**config.mk**
```make
export PLATFORM = sky130hd
export DESIGN_NAME = drv_bus_arbiter
export DESIGN_NICKNAME = d
export VERILOG_FILES = /design/src/rtl/drv_bus_arbiter.sv
export SDC_FILE = /design/constraint.sdc
export NUM_CORES = 1
export LEC_CHECK = 0
export ABC_CLOCK_PERIOD_IN_PS = 1600
export CAP_MARGIN = 20
export CORE_MARGIN = 2
export CORE_UTILIZATION = 44
export CTS_CLUSTER_SIZE = 16
export DETAILED_ROUTE_END_ITERATION = 10
export GPL_TIMING_DRIVEN = 0
export PLACE_DENSITY = 0.73
export SLEW_MARGIN = 10
export SYNTH_ARGS = -nofsm -noshare
export SYNTH_HDL_FRONTEND = slang
export SYNTH_SLANG_ARGS = --single-unit
```
**constraint.sdc**
```tcl
create_clock -name clk -period 1.6 [get_ports clk]
set_input_delay 0.32 -clock clk [delete_from_list [all_inputs] [get_ports clk]]
set_output_delay 0.32 -clock clk [all_outputs]
set_load 0.005 [all_outputs]
```
**src/rtl/drv_bus_arbiter.sv**
```systemverilog
// Turnaround-gapped round-robin ownership arbiter for one shared multi-driven net.
// Define DRV_ARB_WATCHDOG_EN to compile in the continuous-ownership watchdog.
module drv_bus_arbiter #(
  parameter int unsigned N        = 4,
  parameter int unsigned TURN_CYC = 1,
  parameter int unsigned MAX_HOLD = 16,
  localparam int unsigned IdxW    = $clog2(N)
) (
  input  logic            clk,
  input  logic            rst_n,
  input  logic [N-1:0]    req,
  output logic [N-1:0]    drv_en,
  output logic [IdxW-1:0] owner,
  output logic            busy,
  output logic            turn,
  output logic            wd_err
);

  if (N < 2 || N > 16 || TURN_CYC < 1 || TURN_CYC > 7 || MAX_HOLD < 2 || MAX_HOLD > 255)
  begin : g_param_check
    $error("drv_bus_arbiter: parameter out of range");
  end

  typedef enum logic [1:0] {StIdle, StGrant, StTurn} state_e;

  state_e          state_q, state_d;
  logic [N-1:0]    drv_en_q, drv_en_d;
  logic [IdxW-1:0] owner_q, owner_d;
  logic [IdxW-1:0] rr_q, rr_d;
  logic [2:0]      turn_cnt_q, turn_cnt_d;
  logic            wd_err_q, wd_err_d;
  logic [N-1:0]    elig;
  logic            pick_vld;
  logic [IdxW-1:0] pick_idx;
  logic            start_grant;

`ifdef DRV_ARB_WATCHDOG_EN
  logic [7:0]   hold_q, hold_d;
  logic [N-1:0] mask_q, mask_d;

  assign elig = req & ~mask_q;
`else
  assign elig = req;
`endif

  // First eligible requester at or after rr, wrapping.
  always_comb begin
    int unsigned idx;
    idx      = 0;
    pick_vld = 1'b0;
    pick_idx = '0;
    for (int unsigned i = 0; i < N; i++) begin
      idx = (32'(rr_q) + i) % N;
      if (!pick_vld && elig[idx]) begin
        pick_vld = 1'b1;
        pick_idx = IdxW'(idx);
      end
    end
  end

  always_comb begin
    state_d     = state_q;
    drv_en_d    = drv_en_q;
    owner_d     = owner_q;
    rr_d        = rr_q;
    turn_cnt_d  = turn_cnt_q;
    wd_err_d    = 1'b0;
    start_grant = 1'b0;
`ifdef DRV_ARB_WATCHDOG_EN
    hold_d = hold_q;
    mask_d = mask_q & req;
`endif

    unique case (state_q)
      StIdle: begin
        start_grant = pick_vld;
      end
      StGrant: begin
        if (!req[owner_q]) begin
          drv_en_d   = '0;
          turn_cnt_d = 3'(TURN_CYC - 1);
          state_d    = StTurn;
`ifdef DRV_ARB_WATCHDOG_EN
        end else if (hold_q >= 8'(MAX_HOLD - 1)) begin
          // Hold limit hit: revoke and keep this driver out until it lets go of req.
          drv_en_d        = '0;
          turn_cnt_d      = 3'(TURN_CYC - 1);
          state_d         = StTurn;
          wd_err_d        = 1'b1;
          mask_d[owner_q] = 1'b1;
        end else begin
          hold_d = (hold_q == 8'hff) ? hold_q : hold_q + 8'd1;
`endif
        end
      end
      StTurn: begin
        if (turn_cnt_q == 3'd0) begin
          start_grant = pick_vld;
          if (!pick_vld) state_d = StIdle;
        end else begin
          turn_cnt_d = turn_cnt_q - 3'd1;
        end
      end
      default: state_d = StIdle;
    endcase

    if (start_grant) begin
      drv_en_d = {{(N-1){1'b0}}, 1'b1} << pick_idx;
      owner_d  = pick_idx;
      rr_d     = (pick_idx == IdxW'(N - 1)) ? '0 : pick_idx + 1'b1;
      state_d  = StGrant;
`ifdef DRV_ARB_WATCHDOG_EN
      hold_d = '0;
`endif
    end
  end

  always_ff @(posedge clk) begin
    if (!rst_n) begin
      state_q    <= StIdle;
      drv_en_q   <= '0;
      owner_q    <= '0;
      rr_q       <= '0;
      turn_cnt_q <= '0;
      wd_err_q   <= 1'b0;
`ifdef DRV_ARB_WATCHDOG_EN
      hold_q     <= '0;
      mask_q     <= '0;
`endif
    end else begin
      state_q    <= state_d;
      drv_en_q   <= drv_en_d;
      owner_q    <= owner_d;
      rr_q       <= rr_d;
      turn_cnt_q <= turn_cnt_d;
      wd_err_q   <= wd_err_d;
`ifdef DRV_ARB_WATCHDOG_EN
      hold_q     <= hold_d;
      mask_q     <= mask_d;
`endif
    end
  end

  assign drv_en = drv_en_q;
  assign owner  = owner_q;
  assign busy   = |drv_en_q;
  assign turn   = (state_q == StTurn);
  assign wd_err = wd_err_q;

endmodule

```
======== Word level (Yosys, flattened, before mapping) ========
Index checks and enable logic that the tools add are counted.
operators by class
  equality and inequality tests ........... 12
  shift-type cells ........................ 1
  bitwise gates (word level) .............. 2
  reduce and logical (&&, ||, !) cells .... 16
  muxes and demuxes ....................... 32
  $add $sub $neg .......................... 5
  $lt $le $gt $ge ......................... 5
operator list
  operator               count
  $mux W2                8
  $lt A2 B3 Y1 const B   5
  $mux W4                3
  $mux W1                11
  $bmux W1 S2            5
  $ne A2 B2 Y1 const B   5
  $reduce_and A4 Y1      2
  $mux W3                2
  $pmux W2 S3            1
  $pmux W3 S2            1
  $add A2 B1 Y2 const B  2
  $add A2 B2 Y2 const B  2
  $eq A2 B2 Y1 const B   2
  $reduce_bool A2 Y1     2
  $reduce_or A4 Y1       1
  $shl A1 B2 Y4 const A  1
  $logic_and A1 B1 Y1    3
  $logic_not A1 Y1       3
  $logic_not A3 Y1       1
  $ne A3 B1 Y1 const B   1
  $ne A3 B2 Y1 const B   1
  $ne A3 B3 Y1 const B   1
  $reduce_and A3 Y1      1
  $sub A3 B1 Y3 const B  1
  other kinds (7)        8
storage, ports and cells
  logic and storage cells ................. 79
  register bits ........................... 13
  output and inout port bits .............. 9
  input port bits ......................... 6

======== Longest topological paths before layout ========
Gate-level depths: netlist (run 1).
  depth in word-level cells ............... 16
  gate-level depth with buffers ........... 8
  mapped depth without buffers ............ 7

======== Worst setup path before layout (run 1) ========
Ideal clock, no wire load.
  path type ............................... register to register
  start ................................... register owner_q[0] (netlist: owner[0])
  end ..................................... register turn_cnt_q[1]
  period minus slack after synthesis ...... 1.708 ns
  buffers on the path ..................... 0
  setup slack ............................. -0.108 ns
  setup time .............................. 0.115 ns
  data required time ...................... 1.485 ns
  stages on the path, launching flop included .. 5
  data arrival time ....................... 1.593 ns
  path through ............................ dfxtp_1 mux4_2 or3b_4 and3_1 o21a_1
between the ends
  word-level cells in the longest chain between the ends .. 4
RTL lines
  element                             RTL line  source
  from (decl)                         28        logic [IdxW-1:0] owner_q, owner_d;
  from (signal assigned)              133       owner_q <= owner_d;
  $bmux W1 S2                         79        if (!req[owner_q]) begin
  $mux W1 (not written as such)       79
  $ne A2 B2 Y1 (no source line)       -
  $reduce_and A3 Y1 (no source line)  -
  to (signal assigned)                135       turn_cnt_q <= turn_cnt_d;
  to (decl)                           30        logic [2:0] turn_cnt_q, turn_cnt_d;
No other way between the ends. The select of a mux whose other input is x is not followed.
A chain may end at the register's enable or synchronous reset.

======== Final worst setup path (run 1) ========
Ends and elaborated chain as after synthesis.

==> results of run 1 <==
path summary, 6_finish.rpt:
kind	end
worst min-delay path	owner[0]
worst max register to register	turn_cnt_q[1]
worst max-delay path	turn_cnt_q[1]
worst min register to register	drv_en[1]
logic make-up after synthesis:
| kind of cell | after synthesis | share of synthesized area |
|---|---|---|
| multiplexers | 2 | 0.0447 |
| AND/OR/NAND/NOR | 29 | 0.213 |
| flip-flops | 13 | 0.357 |
| other | 1 | 0.00515 |
| buffers and inverters | 9 | 0.0516 |
| XOR/XNOR | 2 | 0.0241 |
| AO/OA/AOI/OAI | 20 | 0.201 |
| adder cells (fa/ha/maj) | 6 | 0.103 |
report_power, final:
part           leakage (nW)  switching, mW  internal (mW)  total, mW
Combinational         0.298          0.136          0.167      0.304
Clock                0.0150          0.105         0.0965      0.201
Sequential            0.109         0.0292          0.357      0.386
Total                 0.422          0.270          0.621      0.891
synth_stat cells, drive strengths merged:
master and n:
or4 1, nand4b 1, o221ai 2, a21o 1
o21a 2, nand3 5, mux2i 1, o211a 1
and3 1, o22ai 1, a21oi 2, ha 6
nand2b 2, inv 5, a32o 1, buf 2
mux4 1, nor2 3, nor4 1, xor2 1
a211o 1, a21boi 3, a211oi 1, nand2 10
nand3b 2, or3b 1, xnor2 1, clkbuf 2
nor2b 1, conb 1, o21ai 5, dfxtp 13
nor3b 1
state kept, by name, summed over array words and instances (netlist names):
signal	cells
state_q	2
drv_en	4
turn_cnt_q	3
owner	2
rr_q	2
critical path, stage by stage (launching register included):
cell and delay [ps]:
dfxtp_2 350, mux4_2 510, or3b_4 410, and3_4 150, o21a_1 150
what timing repair did:
item                       in CTS  in global routing
pin swaps                       1                  6
setup endpoints to repair      13                  9
hold buffers                    0                  0
setup buffers                   2                  5
gates resized for setup        20                 13
hold endpoints to repair        0                  0
routing by layer:
layer | GRT usage | vias up | part of all wire | wire length [um]
met5 | 0 | - | 0 | 0
met4 | 0.0909 | 0 | 0 | 0
met3 | 0.0408 | 0 | 0.026 | 42
met2 | 0.290 | 6 | 0.48 | 766
met1 | 0.241 | 312 | 0.49 | 779
li1 | - | 335 | - | -
placed cells by master, fill, tap and decap left out, types with 2 or more instances in the layout:
| cell | n |
|---|---|
| clkdlybuf4s50_1 | 6 |
| clkbuf_4 | 3 |
| nand3_1 | 5 |
| nand2_1 | 9 |
| inv_1 | 3 |
| a21boi_0 | 3 |
| nand3b_1 | 2 |
| dlygate4sd2_1 | 4 |
| dfxtp_1 | 7 |
| ha_1 | 4 |
| nand2b_1 | 2 |
| inv_2 | 2 |
| dfxtp_2 | 5 |
| nor2_1 | 3 |
| buf_4 | 8 |
| clkbuf_1 | 2 |
| o21ai_0 | 5 |
| o21a_1 | 2 |
area by class of cell:
| type | instances | area (um^2) | share of cell area |
|---|---|---|---|
| Timing Repair Buffer | 19 | 164 | 0.160 |
| Buffer | 4 | 26.3 | 0.0256 |
| Sequential cell | 13 | 270 | 0.264 |
| Multi-Input combinational cell | 60 | 499 | 0.487 |
| Clock buffer | 4 | 26.3 | 0.0256 |
| Tap cell | 16 | 20.0 | 0.0195 |
| Inverter | 5 | 18.8 | 0.0183 |
==> results.cfg, run 1 <==
[status]
outcome = finished with violations
violations = setup timing

[synthesis]
netlist_instances = 82
yosysWarnings = 0
ys_seq_area_frac = 0.357
synth_top_area_cell = dfxtp_1
synth_top_area_share = 0.357
synth_nets = 94
synth_seq_cells = 13
synth_area_um2 = 728
yosys-top-cells-area = dfxtp_1 (36%), ha_1 (10%), nand2_1 (5.2%)
ys_types = 34
syn_area_per_cell_um2 = 8.88

[critical_path]
cp.arrival_ps = 1840
critPathLaunchType = register
reg2reg_from = owner[0]
path_max_fanout = 4
crit_start = owner[0]
end_kind = register
rrSetupSlack_ps = -70
reg2regPathDepth = 4
required_ps = 1770
crit_type = reg -> reg

[grt]
grt_pass1_vias = 627
grt_start_max_net_pins = 11
antenna_found_initial = 0
track_usage = 0.186
grt_pass1_wl_um = 2680
overflow = 0

[clock_network]
cts.sinks = 13
cts-root-buf = clkbuf_4
cts_buffer_depth = 2
cts.clk_slew.worst_paths_ps = 80
clk_latency_ps = 270
cts_tree = done
htree_num_levels = 1
numCtsBuffers = 3

[min_path]
worstHoldPathCells = 3
hold_class = in -> reg
holdCritStartpoint = rst_n

[floorplanning]
io_pins = 15
die_area_um2 = 2000
rows = 14
fp.dieH_um = 44.7
start_util = 0.478
core_um2 = 1520
die_w_um = 44.7

[power_and_ir_drop]
leakage_nw = 0.422
power.density_nw_per_um2 = 870
total_power_mw = 0.891
vdd_ir_drop_max_mv = 0.513

[cells_and_area]
antenna_cells = 0
fillers = 127
post-route-util = 0.672
areaGrowthSynthToFinish_pct = 40.7
postLayoutCellArea_um2 = 1020
fin_nets = 118
final_cell_count_no_fill = 121
drive_above_1_share = 0.333

[drt]
via_count = 653
viasPerCell = 5.40
initialDrtViolationCount = 7
wl_per_cell_um = 13.1
drtAntennaViolNets = 0
route.detailed.drc = 0
wl_um = 1590
dr.pass1.iters = 3

[placed_design]
detailed_place.area_um2 = 871
io_buffers = 12
dp_slack_ps = -590
dp.cells = 110
dp_hpwl_um = 1050
place_congestion = 0.776

[timing]
timing.final.crit_share = 1.05
max_freq_mhz = 598
setup_slack_ps = -72.8
skew_ps = 3.32
whs_ps = 417
setup_viol = 3
tns_ps = -78.1
drv_slew = 0
rsz0062_at_grt = yes
hold_viol_final = 0
period_minus_slack_ps = 1670

[job]
cap_violations = 0
Power figures use the tool's default switching activity.
==> run 2, diff against run 1 <==
Settings changed: PLACE_DENSITY 0.73 to 0.76.
==> results.cfg, run 2 (synthesis results as in run 1) <==
[status]
outcome = finished with violations
violations = setup timing

[timing]
max_freq_mhz = 592
hold_viol_final = 0
period_minus_slack_ps = 1690
tns_ps = -132
setup_viol = 4
rsz0062_at_grt = yes
skew_ps = 3.15
timing.final.crit_share = 1.06
setup_slack_ps = -88.6
drv_slew = 0

[floorplanning]
fp.dieH_um = 44.7
core_um2 = 1520
start_util = 0.478
die_area_um2 = 2000
io_pins = 15
rows = 14
die_w_um = 44.7

[cells_and_area]
most-common-layout-cells = buf_4 (12), nand2_1 (10), dfxtp_1 (8)
fin_nets = 122
largest_register_ffs = 4
fillers = 124
drive_above_1_share = 0.349
areaGrowthSynthToFinish_pct = 44.0
final_cell_count_no_fill = 125
postLayoutCellArea_um2 = 1050
seqCellArea_um2 = 269
multiInputGateArea_um2 = 500
final_common_cell = buf_4
antenna_cells = 0

[power_and_ir_drop]
leakage_nw = 0.441
total_power_mw = 0.930
vdd_ir_drop_max_mv = 0.696
power.density_nw_per_um2 = 887

[clock_network]
numCtsBuffers = 3
cts.sinks = 13
cts.clk_slew.worst_paths_ps = 80
cts-root-buf = clkbuf_4
cts_buffer_depth = 2
htree_num_levels = 1
cts_tree = done
hold_buffers = 0
clk_latency_ps = 280

[drt]
top_layer = met4
dr.pass1.iters = 4
drtAntennaViolNets = 0
initialDrtViolationCount = 14
met1_length_um = 736
wl_met3_um = 86
route.met2.wl_um = 994
wl_um = 1860
via_count = 700
wl_per_cell_um = 14.8
viasPerCell = 5.60
route.detailed.drc = 0

[min_path]
worstHoldPathCells = 3
holdCritStartpoint = rst_n
holdPathEnd = drv_en[1]
hold_class = in -> reg

[critical_path]
path_max_fanout = 6
end_kind = register
crit_type = in -> reg
r2r-end = turn_cnt_q[1]
required_ps = 1780
reg2regPathDepth = 4
rrSetupSlack_ps = -70
critPathLaunchType = input pin
cp.arrival_ps = 1870
reg2reg_from = owner[0]

[placed_design]
io_buffers = 12
dp_hpwl_um = 1070
dp.cells = 110
detailed_place.area_um2 = 871
place_congestion = 0.788

[job]
cap_violations = 0

[grt]
grt_pass1_wl_um = 2570
overflow = 0
antenna_found_initial = 0
track_usage = 0.175
grt_pass1_vias = 613
grt_start_max_net_pins = 11
[run 2: critical path, cell delays in order]
cell and delay (ps):
dlygate4sd2_1 330, mux4_2 500, or3b_4 410, and3_4 160
o21a_1 160
[run 2: metrics by stage]
stage / hold WS [ps] / utilization / setup WS [ps]
floorplan: 460 / - / -55.2
global placement: 465 / 0.571 / -572
detailed placement: 472 / 0.571 / -604
CTS: 415 / 0.611 / -68.8
global route: 432 / 0.688 / -101
finish: 411 / 0.688 / -88.6
[run 2: layout make-up]
cell class              instances  share of cell area
multi-input cells              60               0.477
plain buffers                   4              0.0251
inverters                       5              0.0179
repair buffers                 23               0.179
clock buffers                   4              0.0251
well taps                      16              0.0191
flip-flops and latches         13               0.257
[run 2: worst max-delay path by stage]
| stage | slack (ps) | depth (start not counted) | endpoint | startpoint |
|---|---|---|---|---|
| 3_5_place_dp | -600 | 5 | turn_cnt_q[1] | req[0] |
| 6_report | -90 | 5 | turn_cnt_q[1] | req[0] |
| 2_1_floorplan | -60 | 4 | turn_cnt_q[1] | owner[0] |
| 3_3_place_gp | -570 | 5 | turn_cnt_q[1] | req[3] |
| 5_1_grt | -100 | 4 | turn_cnt_q[1] | owner[0] |
| 4_1_cts | -70 | 4 | turn_cnt_q[1] | owner[0] |
[run 2: report_power, final]
group / total, mW / switching [mW] / internal [mW] / leakage [nW]
Sequential: 0.384 / 0.0279 / 0.356 / 0.109
Clock: 0.212 / 0.115 / 0.0969 / 0.0150
Combinational: 0.334 / 0.150 / 0.184 / 0.317
[run 2: per-layer routing]
metal,track usage,vias up
met2,0.304,17
met5,0,-
met1,0.190,336
li1,-,343
met3,0.0816,4
met4,0.0424,0
[run 2: repair_timing]
| item | in CTS | in global routing |
|---|---|---|
| hold endpoints to repair | 0 | 0 |
| pin swaps | 2 | 4 |
| gates resized for setup | 16 | 17 |
| endpoints found under the setup margin | 13 | 10 |
| setup buffers | 3 | 8 |
